<file path="config.mk">
export PLATFORM = sky130hd
export DESIGN_NAME = pc_sequencer_flat
export DESIGN_NICKNAME = d
export VERILOG_FILES = /design/src/rtl/pc_sequencer_if.sv /design/src/rtl/pc_sequencer.sv /design/src/flat_wrapper.sv
export SDC_FILE = /design/constraint.sdc
export NUM_CORES = 1
export LEC_CHECK = 0
export ABC_AREA = 1
export BUFFER_PORTS_ARGS = -buffer_cell sky130_fd_sc_hd__buf_2
export CAP_MARGIN = 40
export CORE_UTILIZATION = 58
export CTS_CLUSTER_SIZE = 24
export DETAILED_ROUTE_END_ITERATION = 10
export GPL_ROUTABILITY_DRIVEN = 0
export HOLD_SLACK_MARGIN = 0.1
export PLACE_DENSITY = 0.8
export SYNTH_ARGS = -nofsm -noshare
export SYNTH_HDL_FRONTEND = slang
export SYNTH_SLANG_ARGS = --single-unit
</file>
<file path="constraint.sdc">
create_clock -name clock -period 3.8 [get_ports clock]
set_clock_uncertainty 0.15 [all_clocks]
set_input_delay 0.19 -clock clock [delete_from_list [all_inputs] [get_ports clock]]
set_output_delay 0.19 -clock clock [all_outputs]
set_load 0.02 [all_outputs]
</file>
<file path="src/rtl/pc_sequencer_if.sv">
// Fetch-side bus of the program-counter sequencer: decode/ALU controls in,
// fetch address, scaled offset, link address and RAS status out.
interface pc_sequencer_if #(
  parameter int unsigned ADDR_WIDTH   = 32,
  parameter int unsigned OFFSET_WIDTH = 26
);
  logic                    stall;
  logic                    branchFlag;
  logic                    branchNotZero;
  logic                    unconditionalBranchFlag;
  logic                    zeroFlag;
  logic                    linkFlag;
  logic                    registerBranch;
  logic                    returnFlag;
  logic [ADDR_WIDTH-1:0]   registerTarget;
  logic [OFFSET_WIDTH-1:0] PCOffsetOrig;
  logic [ADDR_WIDTH-1:0]   readAddress;
  logic [ADDR_WIDTH-1:0]   PCScaledOffset;
  logic [ADDR_WIDTH-1:0]   linkAddress;
  logic                    rasEmpty;
  logic                    rasFull;
  logic                    rasOverflow;

  modport master (
    output stall, branchFlag, branchNotZero, unconditionalBranchFlag, zeroFlag,
           linkFlag, registerBranch, returnFlag, registerTarget, PCOffsetOrig,
    input  readAddress, PCScaledOffset, linkAddress, rasEmpty, rasFull, rasOverflow
  );

  modport slave (
    input  stall, branchFlag, branchNotZero, unconditionalBranchFlag, zeroFlag,
           linkFlag, registerBranch, returnFlag, registerTarget, PCOffsetOrig,
    output readAddress, PCScaledOffset, linkAddress, rasEmpty, rasFull, rasOverflow
  );
endinterface

</file>
<file path="src/rtl/pc_sequencer.sv">
// Program counter with reset vector, stall, CBZ/CBNZ, BR, BL and a circular
// return-address stack consumed by RET.
module pc_sequencer #(
  parameter int unsigned            ADDR_WIDTH   = 32,
  parameter int unsigned            OFFSET_WIDTH = 26,
  parameter int unsigned            INSTR_SHIFT  = 2,
  parameter logic [ADDR_WIDTH-1:0]  RESET_VECTOR = '0,
  parameter int unsigned            RAS_DEPTH    = 4
) (
  input  logic              clock,
  input  logic              resetN,
  pc_sequencer_if.slave     bus
);

  localparam int unsigned PTR_W = (RAS_DEPTH > 1) ? $clog2(RAS_DEPTH) : 1;

  localparam logic [ADDR_WIDTH-1:0] INC        = ADDR_WIDTH'(1) << INSTR_SHIFT;
  localparam logic [ADDR_WIDTH-1:0] ALIGN_MASK = {ADDR_WIDTH{1'b1}} << INSTR_SHIFT;
  localparam logic [PTR_W:0]        DEPTH_CNT  = (PTR_W + 1)'(RAS_DEPTH);

  typedef enum logic [1:0] {
    SRC_SEQ,
    SRC_OFFSET,
    SRC_REG,
    SRC_RAS
  } pc_src_e;

  logic [ADDR_WIDTH-1:0] pc_q;
  logic [ADDR_WIDTH-1:0] scaled_q;
  logic [ADDR_WIDTH-1:0] link_q;
  logic [ADDR_WIDTH-1:0] ras_mem [RAS_DEPTH];
  logic [PTR_W-1:0]      top_q;
  logic [PTR_W:0]        count_q;
  logic                  overflow_q;

  logic [ADDR_WIDTH-1:0] seq;
  logic [ADDR_WIDTH-1:0] off_ext;
  logic [ADDR_WIDTH-1:0] scaled;
  logic [ADDR_WIDTH-1:0] reg_target;
  logic [ADDR_WIDTH-1:0] next_pc;
  logic [PTR_W-1:0]      top_inc;
  logic [PTR_W-1:0]      top_dec;
  logic                  ras_empty;
  logic                  ras_full;
  logic                  taken;
  logic                  push;
  logic                  pop;
  pc_src_e               src;

  assign seq        = pc_q + INC;
  assign off_ext    = ADDR_WIDTH'($signed(bus.PCOffsetOrig));
  assign scaled     = off_ext << INSTR_SHIFT;
  assign reg_target = bus.registerTarget & ALIGN_MASK;
  assign top_inc    = top_q + PTR_W'(1);
  assign top_dec    = top_q - PTR_W'(1);

  assign ras_empty = (count_q == '0);
  assign ras_full  = (count_q == DEPTH_CNT);

  assign taken = bus.unconditionalBranchFlag
               | (bus.branchFlag & (bus.zeroFlag ^ bus.branchNotZero));

  // RET outranks BL/BR, so a push can never coincide with a pop.
  assign pop  = bus.returnFlag & ~ras_empty;
  assign push = bus.linkFlag & bus.unconditionalBranchFlag
              & ~bus.returnFlag & ~bus.registerBranch;

  always_comb begin
    src = SRC_SEQ;
    if (pop)                                        src = SRC_RAS;
    else if (bus.returnFlag || bus.registerBranch)  src = SRC_REG;
    else if (taken)                                 src = SRC_OFFSET;
  end

  always_comb begin
    next_pc = seq;
    case (src)
      SRC_RAS:    next_pc = ras_mem[top_q];
      SRC_REG:    next_pc = reg_target;
      SRC_OFFSET: next_pc = pc_q + scaled;
      default:    next_pc = seq;
    endcase
  end

  always_ff @(posedge clock or negedge resetN) begin
    if (!resetN) begin
      pc_q       <= RESET_VECTOR;
      scaled_q   <= '0;
      link_q     <= '0;
      top_q      <= '0;
      count_q    <= '0;
      overflow_q <= 1'b0;
    end else if (!bus.stall) begin
      pc_q     <= next_pc;
      scaled_q <= scaled;
      if (push) begin
        link_q <= seq;
        top_q  <= top_inc;
        // When full, top+1 is the oldest entry, so the write evicts it.
        if (ras_full) overflow_q <= 1'b1;
        else          count_q    <= count_q + 1'b1;
      end else if (pop) begin
        top_q   <= top_dec;
        count_q <= count_q - 1'b1;
      end
    end
  end

  always_ff @(posedge clock) begin
    if (resetN && !bus.stall && push) ras_mem[top_inc] <= seq;
  end

  assign bus.readAddress    = pc_q;
  assign bus.PCScaledOffset = scaled_q;
  assign bus.linkAddress    = link_q;
  assign bus.rasEmpty       = ras_empty;
  assign bus.rasFull        = ras_full;
  assign bus.rasOverflow    = overflow_q;

endmodule

</file>
<file path="src/flat_wrapper.sv">
// flat-port wrapper written by rule: the top's interface ports become plain ports
module pc_sequencer_flat 
#(
  parameter int unsigned            ADDR_WIDTH   = 32,
  parameter int unsigned            OFFSET_WIDTH = 26,
  parameter int unsigned            INSTR_SHIFT  = 2,
  parameter logic [ADDR_WIDTH-1:0]  RESET_VECTOR = '0,
  parameter int unsigned            RAS_DEPTH    = 4
)
  (clock, resetN, bus_stall, bus_branchFlag, bus_branchNotZero, bus_unconditionalBranchFlag, bus_zeroFlag, bus_linkFlag, bus_registerBranch, bus_returnFlag, bus_registerTarget, bus_PCOffsetOrig, bus_readAddress, bus_PCScaledOffset, bus_linkAddress, bus_rasEmpty, bus_rasFull, bus_rasOverflow);
  pc_sequencer_if #(.ADDR_WIDTH(ADDR_WIDTH), .OFFSET_WIDTH(OFFSET_WIDTH)) bus_i ();
  input  logic clock;
  input  logic resetN;
  input wire logic [$bits(bus_i.stall)-1:0] bus_stall;
  input wire logic [$bits(bus_i.branchFlag)-1:0] bus_branchFlag;
  input wire logic [$bits(bus_i.branchNotZero)-1:0] bus_branchNotZero;
  input wire logic [$bits(bus_i.unconditionalBranchFlag)-1:0] bus_unconditionalBranchFlag;
  input wire logic [$bits(bus_i.zeroFlag)-1:0] bus_zeroFlag;
  input wire logic [$bits(bus_i.linkFlag)-1:0] bus_linkFlag;
  input wire logic [$bits(bus_i.registerBranch)-1:0] bus_registerBranch;
  input wire logic [$bits(bus_i.returnFlag)-1:0] bus_returnFlag;
  input wire logic [$bits(bus_i.registerTarget)-1:0] bus_registerTarget;
  input wire logic [$bits(bus_i.PCOffsetOrig)-1:0] bus_PCOffsetOrig;
  output wire logic [$bits(bus_i.readAddress)-1:0] bus_readAddress;
  output wire logic [$bits(bus_i.PCScaledOffset)-1:0] bus_PCScaledOffset;
  output wire logic [$bits(bus_i.linkAddress)-1:0] bus_linkAddress;
  output wire logic [$bits(bus_i.rasEmpty)-1:0] bus_rasEmpty;
  output wire logic [$bits(bus_i.rasFull)-1:0] bus_rasFull;
  output wire logic [$bits(bus_i.rasOverflow)-1:0] bus_rasOverflow;
  assign bus_i.stall = bus_stall;
  assign bus_i.branchFlag = bus_branchFlag;
  assign bus_i.branchNotZero = bus_branchNotZero;
  assign bus_i.unconditionalBranchFlag = bus_unconditionalBranchFlag;
  assign bus_i.zeroFlag = bus_zeroFlag;
  assign bus_i.linkFlag = bus_linkFlag;
  assign bus_i.registerBranch = bus_registerBranch;
  assign bus_i.returnFlag = bus_returnFlag;
  assign bus_i.registerTarget = bus_registerTarget;
  assign bus_i.PCOffsetOrig = bus_PCOffsetOrig;
  assign bus_readAddress = bus_i.readAddress;
  assign bus_PCScaledOffset = bus_i.PCScaledOffset;
  assign bus_linkAddress = bus_i.linkAddress;
  assign bus_rasEmpty = bus_i.rasEmpty;
  assign bus_rasFull = bus_i.rasFull;
  assign bus_rasOverflow = bus_i.rasOverflow;
  pc_sequencer #(.ADDR_WIDTH(ADDR_WIDTH), .OFFSET_WIDTH(OFFSET_WIDTH), .INSTR_SHIFT(INSTR_SHIFT), .RESET_VECTOR(RESET_VECTOR), .RAS_DEPTH(RAS_DEPTH)) u_core (.clock(clock), .resetN(resetN), .bus(bus_i));
endmodule
</file>
# Yosys cells after proc, flatten, opt, wreduce, memory -nomap -nowiden

Memories as Yosys holds them, arrays and structs flattened.
Index checks and enable logic that the tools add are counted.

Register bits: 96
RAM bits: 128
Output and inout bits: 99
Logic and storage cells: 50
Memories kept: 1

Memories:

| name           | words | bits a word | rd ports | clocked after Yosys merged registers in | write ports | RTL line           | source |
|---|---|---|---|---|---|---|---|
| u_core.ras_mem | 4     | 32          | 1        | 0                                       | 1           | pc_sequencer.sv:31 | `logic [ADDR_WIDTH-1:0] ras_mem [RAS_DEPTH];` |

Add/subtract/negate cells: 6
Eq/ne operators: 5
Mux-type cells: 11
Bitwise operators: 11
Reductions and logical operators: 10

Operators by type and width:

| kind                  | number |
|---|---|
| $pmux 32 s3           | 1 |
| $add 32x3->32 const B | 1 |
| $add 32x32->32        | 1 |
| $mux 3                | 3 |
| $mux 2                | 4 |
| $reduce_and 3->1      | 2 |
| $and 1x1->1           | 5 |
| $eq 2x2->1 const B    | 2 |
| $not 1->1             | 4 |
| $reduce_and 2->1      | 2 |
| $add 3x1->3 const B   | 1 |
| $eq 3x3->1 const B    | 1 |
| $logic_not 3->1       | 1 |
| $mux 1                | 3 |
| $sub 3x1->3 const B   | 1 |
| $add 2x1->2 const B   | 1 |
| $eq 2x1->1 const B    | 1 |
| $logic_and 1x1->1     | 2 |
| $ne 2x2->1 const B    | 1 |
| $reduce_bool 2->1     | 1 |
| $sub 2x1->2 const B   | 1 |
| $logic_not 1->1       | 1 |
| $logic_or 1x1->1      | 1 |
| $or 1x1->1            | 1 |
| $xor 1x1->1           | 1 |

# Logic depth before layout (Yosys ltp)

Depth after elaboration: 8
Mapped depth: 15
Depth with buffers taken out: 15

# Worst setup path before layout

OpenSTA, ideal clock, no wires.

Path kind: register -> register
From: register u_core.top_q[0]
To: memory u_core.ras_mem[1][0] (enable)
Data arrival time: 2,515 ps
Slack: 714 ps
Cell stages (with the launch flop): 7
Buffers on the path: 2
Period minus slack after synthesis: 3,086 ps
Path through: dfrtp_1 > inv_1 > buf_2 > buf_1 > ha_1 > inv_1 > nor2_1

Cells in the longest elaborated chain, start to end: 1

RTL lines:

| item                     | RTL line            | source |
|---|---|---|
| start: declaration       | pc_sequencer.sv:32  | `logic [PTR_W-1:0] top_q;` |
| start signal: assignment | pc_sequencer.sv:98  | `top_q <= top_inc;` |
| start signal: assignment | pc_sequencer.sv:103 | `top_q <= top_dec;` |
| $add 2x1->2              | pc_sequencer.sv:54  | `assign top_inc = top_q + PTR_W'(1);` |
| end: declaration         | pc_sequencer.sv:31  |  |

No other way between the ends.

# Worst setup path after layout

From: input port bus_registerBranch
To: register u_core.count_q[2]

Cells in the longest elaborated chain, start to end: 4
Elaborated cells on any way between the ends: 6
Those cells by class: eq/ne (1); mux (1); bitwise (2); reduce/logical (2)

RTL lines:

| item                                                             | RTL line            | source |
|---|---|---|
| start: declaration                                               | flat_wrapper.sv:20  | `input wire logic [$bits(bus_i.registerBranch)-1:0] bus_registerBranch;` |
| $not 1->1 *                                                      | pc_sequencer.sv:66  | `& ~bus.returnFlag & ~bus.registerBranch;` |
| $and 1x1->1 *                                                    | pc_sequencer.sv:66  |  |
| $ne 2x2->1 (no source line) or $reduce_bool 2->1 (tied branches) | -                   |  |
| $reduce_and 3->1 (no source line)                                | -                   |  |
| end signal: assignment                                           | pc_sequencer.sv:101 | `else count_q <= count_q + 1'b1;` |
| end signal: assignment                                           | pc_sequencer.sv:104 | `count_q <= count_q - 1'b1;` |
| end: declaration                                                 | pc_sequencer.sv:33  | `logic [PTR_W:0] count_q;` |

Every way passes the cells marked *; elsewhere a longest branch is shown, timed or not.
A chain may end at the register's enable or synchronous reset.

==> metrics.cfg <==
[pwr]
ir_drop_uv=512.5
powerDensity_nw_per_um2=666.0
p_sw_uw=4127
p_leak_uw=0.007087
p_int_uw=5718
netSwitchingFraction=0.4192
combPwrFrac=0.404
power_frac_clock=0.244
pwr-share-seq=0.353

[finish]
layout_common_cells=nand2_1, buf_2, inv_1, edfxtp_1, dfrtp_1
instances_no_fill=1980
area_delta_synth_final_pct=20.76
drive_gt1_frac=0.1538
antennaDiodeCount=0
nNetsFinal=1796
layout_commonest_cell=nand2_1

[yosys]
ys_seq_area_frac=0.5103
synth_top_flop_cell=edfxtp_1
synthArstFlopShare=0.4286
syn_avg_cell_area_um2=8.276
synth.ff_latch_count=224
syn-cell-area_um2=12240
synth_edf_count=128
synth_cell_types=48
yosysWarnings=0
synthCells=1479

[place]
placedCellCount=1872
dp_hpwl_um=23750
portBuffers=162
dp_slack_ns=1.151

[floorplanning]
dieArea_um2=21690
ios=167
die_w_um=147.3
core.rowCount=52
die_y_um=147.3
core_um2=20430
start_util=0.5992

[drt]
drc=0
routed_wl_um=34860
viasPerCell=5.609
ant_nets=0
dr_total_vias=11105
first_pass_iters=6
routedWlPerCell_um=17.61
drt-initial-drc-count=1286

[status]
status=finished clean

[clocking]
clock-sinks=224
cts_buffer_depth=3
holdBufCountCts=64
htreeDepth=1
cts_tree=built
cts_buffers=24
cts_resized=0
clk_pin_slew_worst_paths_ns=0.06
postCtsSetupBuffers=0
clock_latency_ns=0.55
cts_root_buffer=clkbuf_16

[timing]
hold_viol=0
finalWorstSetupSlack_ns=0.9598
worst_pin_slew_ns=0.8931
layout_worst_path_cycle_share=0.7474
rsz0062_at_grt=false
fin_crit_ns=2.840
slew_violations=0
fmax_mhz=352.1
timing.slew.headroom=0.4003
setup_viol_count_final=0
tns_ns=0

[grt]
grt_pass1_wl_um=54030
gr-usage-all-layers=0.3235
grt_pass1_vias=10327
grt_max_degree=77
antenna_found_initial=1
grt-ovfl-total=0

[worst_setup_path]
critical-path-slowest-cell=dlygate4sd3_1
critPathCaptureType=flip-flop
crit_type=input pin to flip-flop
max_stage_delay_ns=0.67
critPathLaunch=bus_registerBranch
cp.required_ns=4.12
critPathMaxFanout=44
reg2reg_from=u_core.bus.readAddress[2]
critPathLaunchType=input pin
worstPathCellList=dlygate4sd3_1 > buf_2 > nor2_4 > dlygate4sd3_1 > nand3_4 > nor2_4 > buf_4 > inv_2 > nand2_2 > o31ai_2 > nor2_1 > xor2_1
arrival_ns=3.16

[worst_hold_path]
hold_path_class=input pin to flip-flop
min-delay-start=bus_unconditionalBranchFlag

[job]
cap_viol_max_count=0

## synth_stat cells (2+ instances only)
cell	n	area, um^2
xor2_1	20	175.2
xnor2_2	3	48.80
clkbuf_1	25	93.84
edfxtp_1	128	3844
dfrtp_1	96	2402
buf_4	9	67.56
a21o_1	3	22.52
a21oi_1	85	425.4
nand2_2	5	31.28
fa_1	2	40.04
buf_2	15	75.07
nor2_2	7	43.79
o211ai_1	2	15.01
nor3b_1	9	67.56
o21ai_1	10	50.05
nor2_1	88	330.3
xnor2_1	9	78.83
o21bai_1	6	45.04
ha_1	34	425.4
o31ai_1	2	15.01
a32o_1	2	20.02
nand3_1	90	450.4
nand4_1	17	106.4
or2_2	3	18.77
nand2_1	550	2064
inv_1	130	488.0
buf_1	9	33.78
inv_2	9	33.78
nor2_4	4	45.04
a221o_1	4	40.04
nor3_1	11	55.05
nand3_2	5	50.05
a221oi_1	11	96.34
o21ai_0	58	290.3
nand3b_1	5	37.54
## power groups by stage
| stage | registers, uW | clock network [uW] | logic [uW] |
|---|---|---|---|
| floorplan | 3710 | 0 | 2400 |
| CTS | 3460 | 2410 | 3920 |
| detailed placement | 3510 | 0 | 3820 |
| global placement | 3500 | 0 | 3710 |
| finish | 3470 | 2400 | 3970 |
| global route | 3510 | 2520 | 4360 |
## path summary, 6_finish.rpt
check	slack [ns]	to	cells past startpoint
min in group asynchronous	0.53	u_core.count_q[1]	4
max in group asynchronous	2.39	u_core.bus.readAddress[23]	5
setup / recovery	0.96	u_core.count_q[2]	12
hold / removal	0.12	u_core.count_q[1]	5
hold reg to reg	0.30	u_core.bus.rasOverflow	1
setup reg to reg	1.07	u_core.bus.readAddress[28]	14
## flip-flops by register name, summed over array words and instances, names as in the netlist
register and cells:
u_core.bus.PCScaledOffset 26, u_core.bus.linkAddress 32, u_core.bus.rasOverflow 1, u_core.bus.readAddress 32, u_core.count_q 3, u_core.ras_mem 128
u_core.top_q 2
## layout make-up
cell class | instances | area, um^2
flip-flops and latches | 224 | 6247
fillers | 1524 | 5648
multi-input cells | 1057 | 5201
repair buffers | 245 | 1664
clock buffers | 32 | 640.6
inverters | 140 | 525.5
well taps | 270 | 337.8
clock inverters | 12 | 165.2
## metal layers
layer	up-vias	GRT usage	wire, um
li1	5278	-	-
met1	5135	0.4296	13860
met2	597	0.5292	16460
met3	95	0.06957	3453
met4	0	0.1072	1086
met5	-	0	0
## logic make-up (layout without fill, tap and decap cells)
kind of cell / after synthesis / after routing / synth area share
compound gates: 188 / 188 / 0.08760
xor+xnor: 32 / 32 / 0.02474
other cells: 1 / 2 / 0.0003064
buf+inv: 199 / 429 / 0.06593
simple gates: 799 / 799 / 0.2731
flops: 224 / 224 / 0.5103
fa+ha+maj: 36 / 36 / 0.03803
## stage by stage
step | area (um^2) | hold slack (ns) | total power, uW | utilization
after CTS | 14780 | 0.1085 | 9791 | 0.7235
after global routing | 14780 | 0.1429 | 10390 | 0.7235
after global placement | 13300 | -0.02294 | 7213 | 0.6509
after floorplan | 12240 | -0.2556 | 6105 | -
after detailed placement | 13330 | -0.01459 | 7330 | 0.6523
final | 14780 | 0.1164 | 9845 | 0.7235
## critical path: cells and delay by family
kind / cells / cell delay (ns)
XOR/XNOR: 1 / 0.15
buffers and inverters: 5 / 1.95
AO/OA/AOI/OAI: 1 / 0.12
AND/OR/NAND/NOR: 5 / 0.74
(Power assumes the default switching activity.)
